<file path="src/rtl/s1_ctrl_pkg.sv">
// Shared definitions for the S1 sequencer: state encoding, control-word field
// positions and the pc_sel / wb_sel mux encodings (also imported by the decode ROM).
package s1_ctrl_pkg;

    typedef enum logic [2:0] {
        ST_FETCH  = 3'd0,
        ST_DECODE = 3'd1,
        ST_EXEC   = 3'd2,
        ST_MEM    = 3'd3,
        ST_WB     = 3'd4,
        ST_HALT   = 3'd5,
        ST_FAULT  = 3'd6
    } state_e;

    localparam int CW_WB_SEL_HI    = 11;
    localparam int CW_WB_SEL_LO    = 10;
    localparam int CW_RF_WE        = 9;
    localparam int CW_MEM_RD       = 8;
    localparam int CW_MEM_WR       = 7;
    localparam int CW_JMP_HI       = 6;
    localparam int CW_JMP_LO       = 5;
    localparam int CW_COND_JMP     = 4;
    localparam int CW_LINK         = 3;
    localparam int CW_MEM_ADDR_IMM = 2;
    localparam int CW_STORE_DATA   = 1;
    localparam int CW_ALU_IMM      = 0;

    typedef enum logic [1:0] {
        PC_SEL_INC  = 2'b00,
        PC_SEL_JAL  = 2'b01,
        PC_SEL_JALR = 2'b10,
        PC_SEL_BR   = 2'b11
    } pc_sel_e;

    typedef enum logic [1:0] {
        WB_SEL_ALU  = 2'b00,
        WB_SEL_LUI  = 2'b01,
        WB_SEL_LOAD = 2'b10,
        WB_SEL_LINK = 2'b11
    } wb_sel_e;

endpackage

</file>
<file path="src/rtl/s1_bus_timer.sv">
// Bus acknowledge watchdog: counts cycles while a request is outstanding and
// flags the cycle in which the count would reach ACK_TIMEOUT (0 disables it).
module s1_bus_timer #(
    parameter int unsigned ACK_TIMEOUT = 16,
    parameter int unsigned TMO_W       = 5
) (
    input  logic clk,
    input  logic rst_n,
    input  logic start,
    input  logic clear,
    output logic expired
);

    logic [TMO_W-1:0] cnt_q;
    logic [TMO_W-1:0] cnt_d;

    always_comb begin
        cnt_d = cnt_q;
        if (clear || !start) begin
            cnt_d = '0;
        end else begin
            cnt_d = cnt_q + TMO_W'(1);
        end
    end

    always_ff @(posedge clk) begin
        if (!rst_n) begin
            cnt_q <= '0;
        end else begin
            cnt_q <= cnt_d;
        end
    end

    // cnt_q holds the request cycles already spent, so the current one is the last allowed
    assign expired = start && (ACK_TIMEOUT != 0) && (cnt_q == TMO_W'(ACK_TIMEOUT - 1));

endmodule

</file>
<file path="src/rtl/s1_seq_ctrl.sv">
// S1 multi-cycle sequencer: walks fetch/decode/execute/memory/writeback from the
// decoded control word and owns the shared bus port and all write strobes.
//   state  | meaning
//   FETCH  | request instruction at PC, load IR on ack
//   DECODE | control word settling, no strobes
//   EXEC   | ALU op; jumps and branches retire here
//   MEM    | data load/store on the bus; stores retire here
//   WB     | register write-back and PC+1, retire
//   HALT   | parked at an instruction boundary while halt_req
//   FAULT  | bus ack timeout, left only through reset
module s1_seq_ctrl
    import s1_ctrl_pkg::*;
#(
    parameter int unsigned ACK_TIMEOUT = 16,
    parameter int unsigned TMO_W       = 5
) (
    input  logic        clk,
    input  logic        rst_n,
    input  logic        halt_req,
    input  logic [11:0] ctrl_word,
    input  logic        cond_true,
    output logic        bus_req,
    output logic        bus_we,
    output logic        bus_fetch,
    input  logic        bus_ack,
    output logic        ir_we,
    output logic        pc_we,
    output logic [1:0]  pc_sel,
    output logic        rf_we,
    output logic [1:0]  wb_sel,
    output logic        alu_imm,
    output logic        retire,
    output logic        halted,
    output logic        fault
);

    state_e state_q, state_d;
    logic   run_q, run_d;
    logic   tmr_expired;
    logic   tmr_clear;

    logic       cw_mem_rd, cw_mem_wr, cw_cond, cw_link;
    logic [1:0] cw_jmp_sel;
    logic       unused_ctrl;

    assign cw_mem_rd   = ctrl_word[CW_MEM_RD];
    assign cw_mem_wr   = ctrl_word[CW_MEM_WR];
    assign cw_cond     = ctrl_word[CW_COND_JMP];
    assign cw_link     = ctrl_word[CW_LINK];
    assign cw_jmp_sel  = ctrl_word[CW_JMP_HI:CW_JMP_LO];
    assign unused_ctrl = ^{ctrl_word[CW_MEM_ADDR_IMM], ctrl_word[CW_STORE_DATA]};

    // run_q keeps every output quiet for the first cycle out of reset
    assign run_d = 1'b1;

    always_ff @(posedge clk) begin
        if (!rst_n) begin
            state_q <= ST_FETCH;
            run_q   <= 1'b0;
        end else begin
            state_q <= state_d;
            run_q   <= run_d;
        end
    end

    always_comb begin
        state_d   = state_q;
        bus_req   = 1'b0;
        bus_we    = 1'b0;
        bus_fetch = 1'b0;
        ir_we     = 1'b0;
        pc_we     = 1'b0;
        pc_sel    = PC_SEL_INC;
        rf_we     = 1'b0;
        wb_sel    = WB_SEL_ALU;
        alu_imm   = 1'b0;
        retire    = 1'b0;
        halted    = 1'b0;
        fault     = 1'b0;

        if (run_q) begin
            unique case (state_q)
                ST_FETCH: begin
                    bus_req   = 1'b1;
                    bus_fetch = 1'b1;
                    if (bus_ack) begin
                        ir_we   = 1'b1;
                        state_d = ST_DECODE;
                    end else if (tmr_expired) begin
                        state_d = ST_FAULT;
                    end
                end
                ST_DECODE: begin
                    state_d = ST_EXEC;
                end
                ST_EXEC: begin
                    alu_imm = ctrl_word[CW_ALU_IMM];
                    if (cw_mem_rd || cw_mem_wr) begin
                        state_d = ST_MEM;
                    end else if (cw_jmp_sel != 2'b00) begin
                        pc_we  = 1'b1;
                        pc_sel = cw_jmp_sel;
                        if (cw_link) begin
                            rf_we  = 1'b1;
                            wb_sel = WB_SEL_LINK;
                        end
                        retire = 1'b1;
                    end else if (cw_cond) begin
                        pc_we  = 1'b1;
                        pc_sel = cond_true ? PC_SEL_BR : PC_SEL_INC;
                        retire = 1'b1;
                    end else begin
                        state_d = ST_WB;
                    end
                end
                ST_MEM: begin
                    bus_req = 1'b1;
                    bus_we  = cw_mem_wr;
                    if (bus_ack) begin
                        if (cw_mem_wr) begin
                            pc_we  = 1'b1;
                            retire = 1'b1;
                        end else begin
                            state_d = ST_WB;
                        end
                    end else if (tmr_expired) begin
                        state_d = ST_FAULT;
                    end
                end
                ST_WB: begin
                    rf_we  = ctrl_word[CW_RF_WE];
                    wb_sel = ctrl_word[CW_WB_SEL_HI:CW_WB_SEL_LO];
                    pc_we  = 1'b1;
                    retire = 1'b1;
                end
                ST_HALT: begin
                    halted = 1'b1;
                    if (!halt_req) begin
                        state_d = ST_FETCH;
                    end
                end
                ST_FAULT: begin
                    fault = 1'b1;
                end
                default: begin
                    state_d = ST_FAULT;
                end
            endcase

            if (retire) begin
                state_d = halt_req ? ST_HALT : ST_FETCH;
            end
        end
    end

    assign tmr_clear = bus_ack || (state_d != state_q);

    s1_bus_timer #(
        .ACK_TIMEOUT (ACK_TIMEOUT),
        .TMO_W       (TMO_W)
    ) u_bus_timer (
        .clk     (clk),
        .rst_n   (rst_n),
        .start   (bus_req),
        .clear   (tmr_clear),
        .expired (tmr_expired)
    );

endmodule

</file>
<file path="config.mk">
export PLATFORM = sky130hd
export DESIGN_NAME = s1_seq_ctrl
export DESIGN_NICKNAME = d
export VERILOG_FILES = /design/src/rtl/s1_ctrl_pkg.sv /design/src/rtl/s1_bus_timer.sv /design/src/rtl/s1_seq_ctrl.sv
export SDC_FILE = /design/constraint.sdc
export NUM_CORES = 1
export LEC_CHECK = 0
export ABC_AREA = 1
export ABC_CLOCK_PERIOD_IN_PS = 4300
export CORE_UTILIZATION = 47
export DETAILED_ROUTE_END_ITERATION = 12
export GPL_TIMING_DRIVEN = 0
export PLACE_DENSITY = 0.88
export SYNTH_ARGS = -nofsm -noshare
export SYNTH_HDL_FRONTEND = slang
export SYNTH_HIERARCHICAL = 1
export SYNTH_SLANG_ARGS = --single-unit
export TNS_END_PERCENT = 50
</file>
<file path="constraint.sdc">
create_clock -name clk -period 4.3 [get_ports clk]
set_clock_uncertainty 0.1 [all_clocks]
set_input_delay 0.86 -clock clk [delete_from_list [all_inputs] [get_ports clk]]
set_output_delay 0.86 -clock clk [all_outputs]
set_load 0.1 [all_outputs]
</file>
==> qor.txt <==
status: finished, violations left
failing checks: design-rule violations
Worst-path clk slew: 0.06 ns
CTS sink cnt: 9
slew margin rel.: 34.25%
Synthesis Warnings: 6
Top FF cell, synth: dfxtp_1
n_diodes: 0
num ports: 31
endpoints failing setup: 0
initial antenna violation count: 0
Worst Path Arrival: 3.17 ns
worst skew pair latency: 0.26 ns
wire length per cell: 10.69 µm
CP Capture Type: output port
hold_buf cts: 0
P per Cell Area: 272.7 nW/µm²
Crit Path Max Fanout: 5
Final ANT Viol Nets: 0
filler cell count in the final layout: 132
initial detailed-routing violation count: 47
Pre-antenna DRT Iters: 8
CTS tree: built
worst hold-check path type: reg2reg
Seq/Total Area, Yosys: 21.69%
max_cap viols: 0
GRT overflow: 0
die area: 1940 µm²
core area: 1577 µm²
die span in x: 44.05 µm
peak supply drop: 264.0 µV
Startpoint Class: input pin
largest net degree at the start of global routing: 11
CP required: 3.34 ns
Clock Tree Buf Depth: 2
first-pass GRT wire length: 3470 µm
FP Rows: 14
ranking of synthesized cells by area: dfxtp_1 22%, nand2_1 16%, nor2_1 13%
Netlist cell types: 23
PortBufs: 28
count leader, synth: nand2_1
top cell type's share of synthesized area: 21.69%
Num CTS Buffers: 3
total setup buffers inserted after CTS: 0
layout cells sized above 1: 16.48%
Syn Nets: 163
Seq cells post-synth: 9
Total Routing Usage GR: 23.16%
Slowest Stage Delay on Critical Path: 1.16 ns
Starting Density: 52.70%
Placer Congestion: 0.8800
post-DR vias/cell: 5.214
total power: 316.3 µW
top post-synthesis cells by count: 36 x nand2_1, 28 x nor2_1, 12 x inv_1
largest area contributor in the netlist: dfxtp_1
Root Buffer: clkbuf_4
WL final: 2052 µm
Mapped Cells: 144
htree depth: 1
Fin Setup TNS: 0 ns
asr flop ratio synth: 0%
CP Cell Sequence: clkdlybuf4s50_1, nor2_1, nand4_1, a21oi_1, clkdlybuf4s50_1
Layout Nets: 196
Post-synth EDFFs: 0
RSZ-0062 raised after global routing: false
crit path time final: 4.126 ns
CP Class: in2out
most frequent CP cell: clkdlybuf4s50_1
P&R area growth vs syn: 39.61%
syn avg cell area: 5.769 µm²
DP Wirelength: 1651 µm
DRC: 2
count of pins over their slew limit: 0
actual slew at the worst max-slew pin: 0.9831 ns
Final Hold Fails: 0
Mapped Area: 830.8 µm²
Max Clock Freq: 242.4 MHz
CP max stage cell: clkdlybuf4s50_1
via count: 1,001
leak pwr: 0.5466 nW
DIE HEIGHT: 44.05 µm
vias in the first global route: 835
period utilisation layout: 95.95%
## stage by stage
step                utilization [%]  hold WS [ns]  setup slack (ns)  std cells  cell area [µm²]
finish                        73.57        0.3472            0.1742        192             1160
floorplan                         -        0.3176            0.2538        144            830.8
detailed placement            71.75        0.3399           0.03163        188             1131
global placement              71.75        0.3294           0.05560        188             1131
global route                  73.57        0.3733           0.03976        192             1160
CTS                           73.41        0.3517           0.02395        192             1157
## metal layers
layer	share of wire (%)	wire [µm]	vias to the layer above	global-route usage, %
li1	-	-	520	-
met1	48	993	449	32.99
met2	46	951	32	37.65
met3	5.2	107	0	4.898
met4	0	0	0	1.818
met5	0	0	-	0
## cell usage in the layout, fill, tap and decap left out, types with 2 or more instances in the layout
| cell | n |
|---|---|
| clkbuf_1 | 2 |
| buf_4 | 4 |
| clkdlybuf4s50_1 | 25 |
| nand3_1 | 8 |
| nand2_1 | 36 |
| a21oi_1 | 10 |
| nand2_2 | 8 |
| nor3_1 | 4 |
| o21ai_0 | 2 |
| nor2_1 | 28 |
| dfxtp_1 | 9 |
| nand3_2 | 3 |
| nand4_1 | 2 |
| inv_1 | 12 |
| ha_1 | 2 |
| clkbuf_4 | 3 |
| inv_2 | 4 |
| o21ai_1 | 2 |
| nor2_2 | 4 |
| dlymetal6s2s_1 | 2 |
## flip-flops by register name, summed over array words and instances (netlist names)
signal	cells
state_q	3
u_bus_timer/cnt_q	5
run_q	1
## power by group
group | leakage [nW] | internal, mW | total (mW) | switching (mW)
logic | 0.458 | 0.0504 | 0.161 | 0.111
registers | 0.0734 | 0.0872 | 0.0909 | 0.00366
clock network | 0.0150 | 0.0357 | 0.0639 | 0.0282
total | 0.547 | 0.173 | 0.316 | 0.143
## path summary, 6_finish.rpt
path         depth (start not counted)                 start                    to  slack [ns]
min                                  1  u_bus_timer/cnt_q[0]  u_bus_timer/cnt_q[0]        0.35
max                                  5          ctrl_word[7]             wb_sel[1]        0.17
max reg2reg                         17                 run_q  u_bus_timer/cnt_q[2]        1.68
min reg2reg                          1  u_bus_timer/cnt_q[0]  u_bus_timer/cnt_q[0]        0.35
## critical path, delay by kind of cell
family / cells / cell delay (ns)
AND/OR/NAND/NOR: 2 / 0.51
AO/OA/AOI/OAI: 1 / 0.17
buffers and inverters: 2 / 1.62
## cell families (layout without fill, tap and decap cells)
family	count (synthesis)	in the layout	synth area share, %
compound gates	16	16	10.39
fa+ha+maj	2	2	3.012
buf+inv	22	54	12.50
flops	9	9	21.69
simple gates	95	95	52.41
## layout make-up
cell class,instances,area [µm²],area share (%)
Inverter,17,66.31,5.717
Multi-Input combinational cell,113,546.8,47.14
Timing Repair Buffer,28,282.8,24.38
Buffer,5,37.54,3.236
Clock buffer,4,26.28,2.265
Tap cell,16,20.02,1.726
Sequential cell,9,180.2,15.53
## timing repair
item | in CTS | in global routing
gates resized for setup | 0 | 3
setup endpoints to repair | 0 | 3
endpoints found under the hold margin | 0 | 0
(Power assumes the default switching activity.)
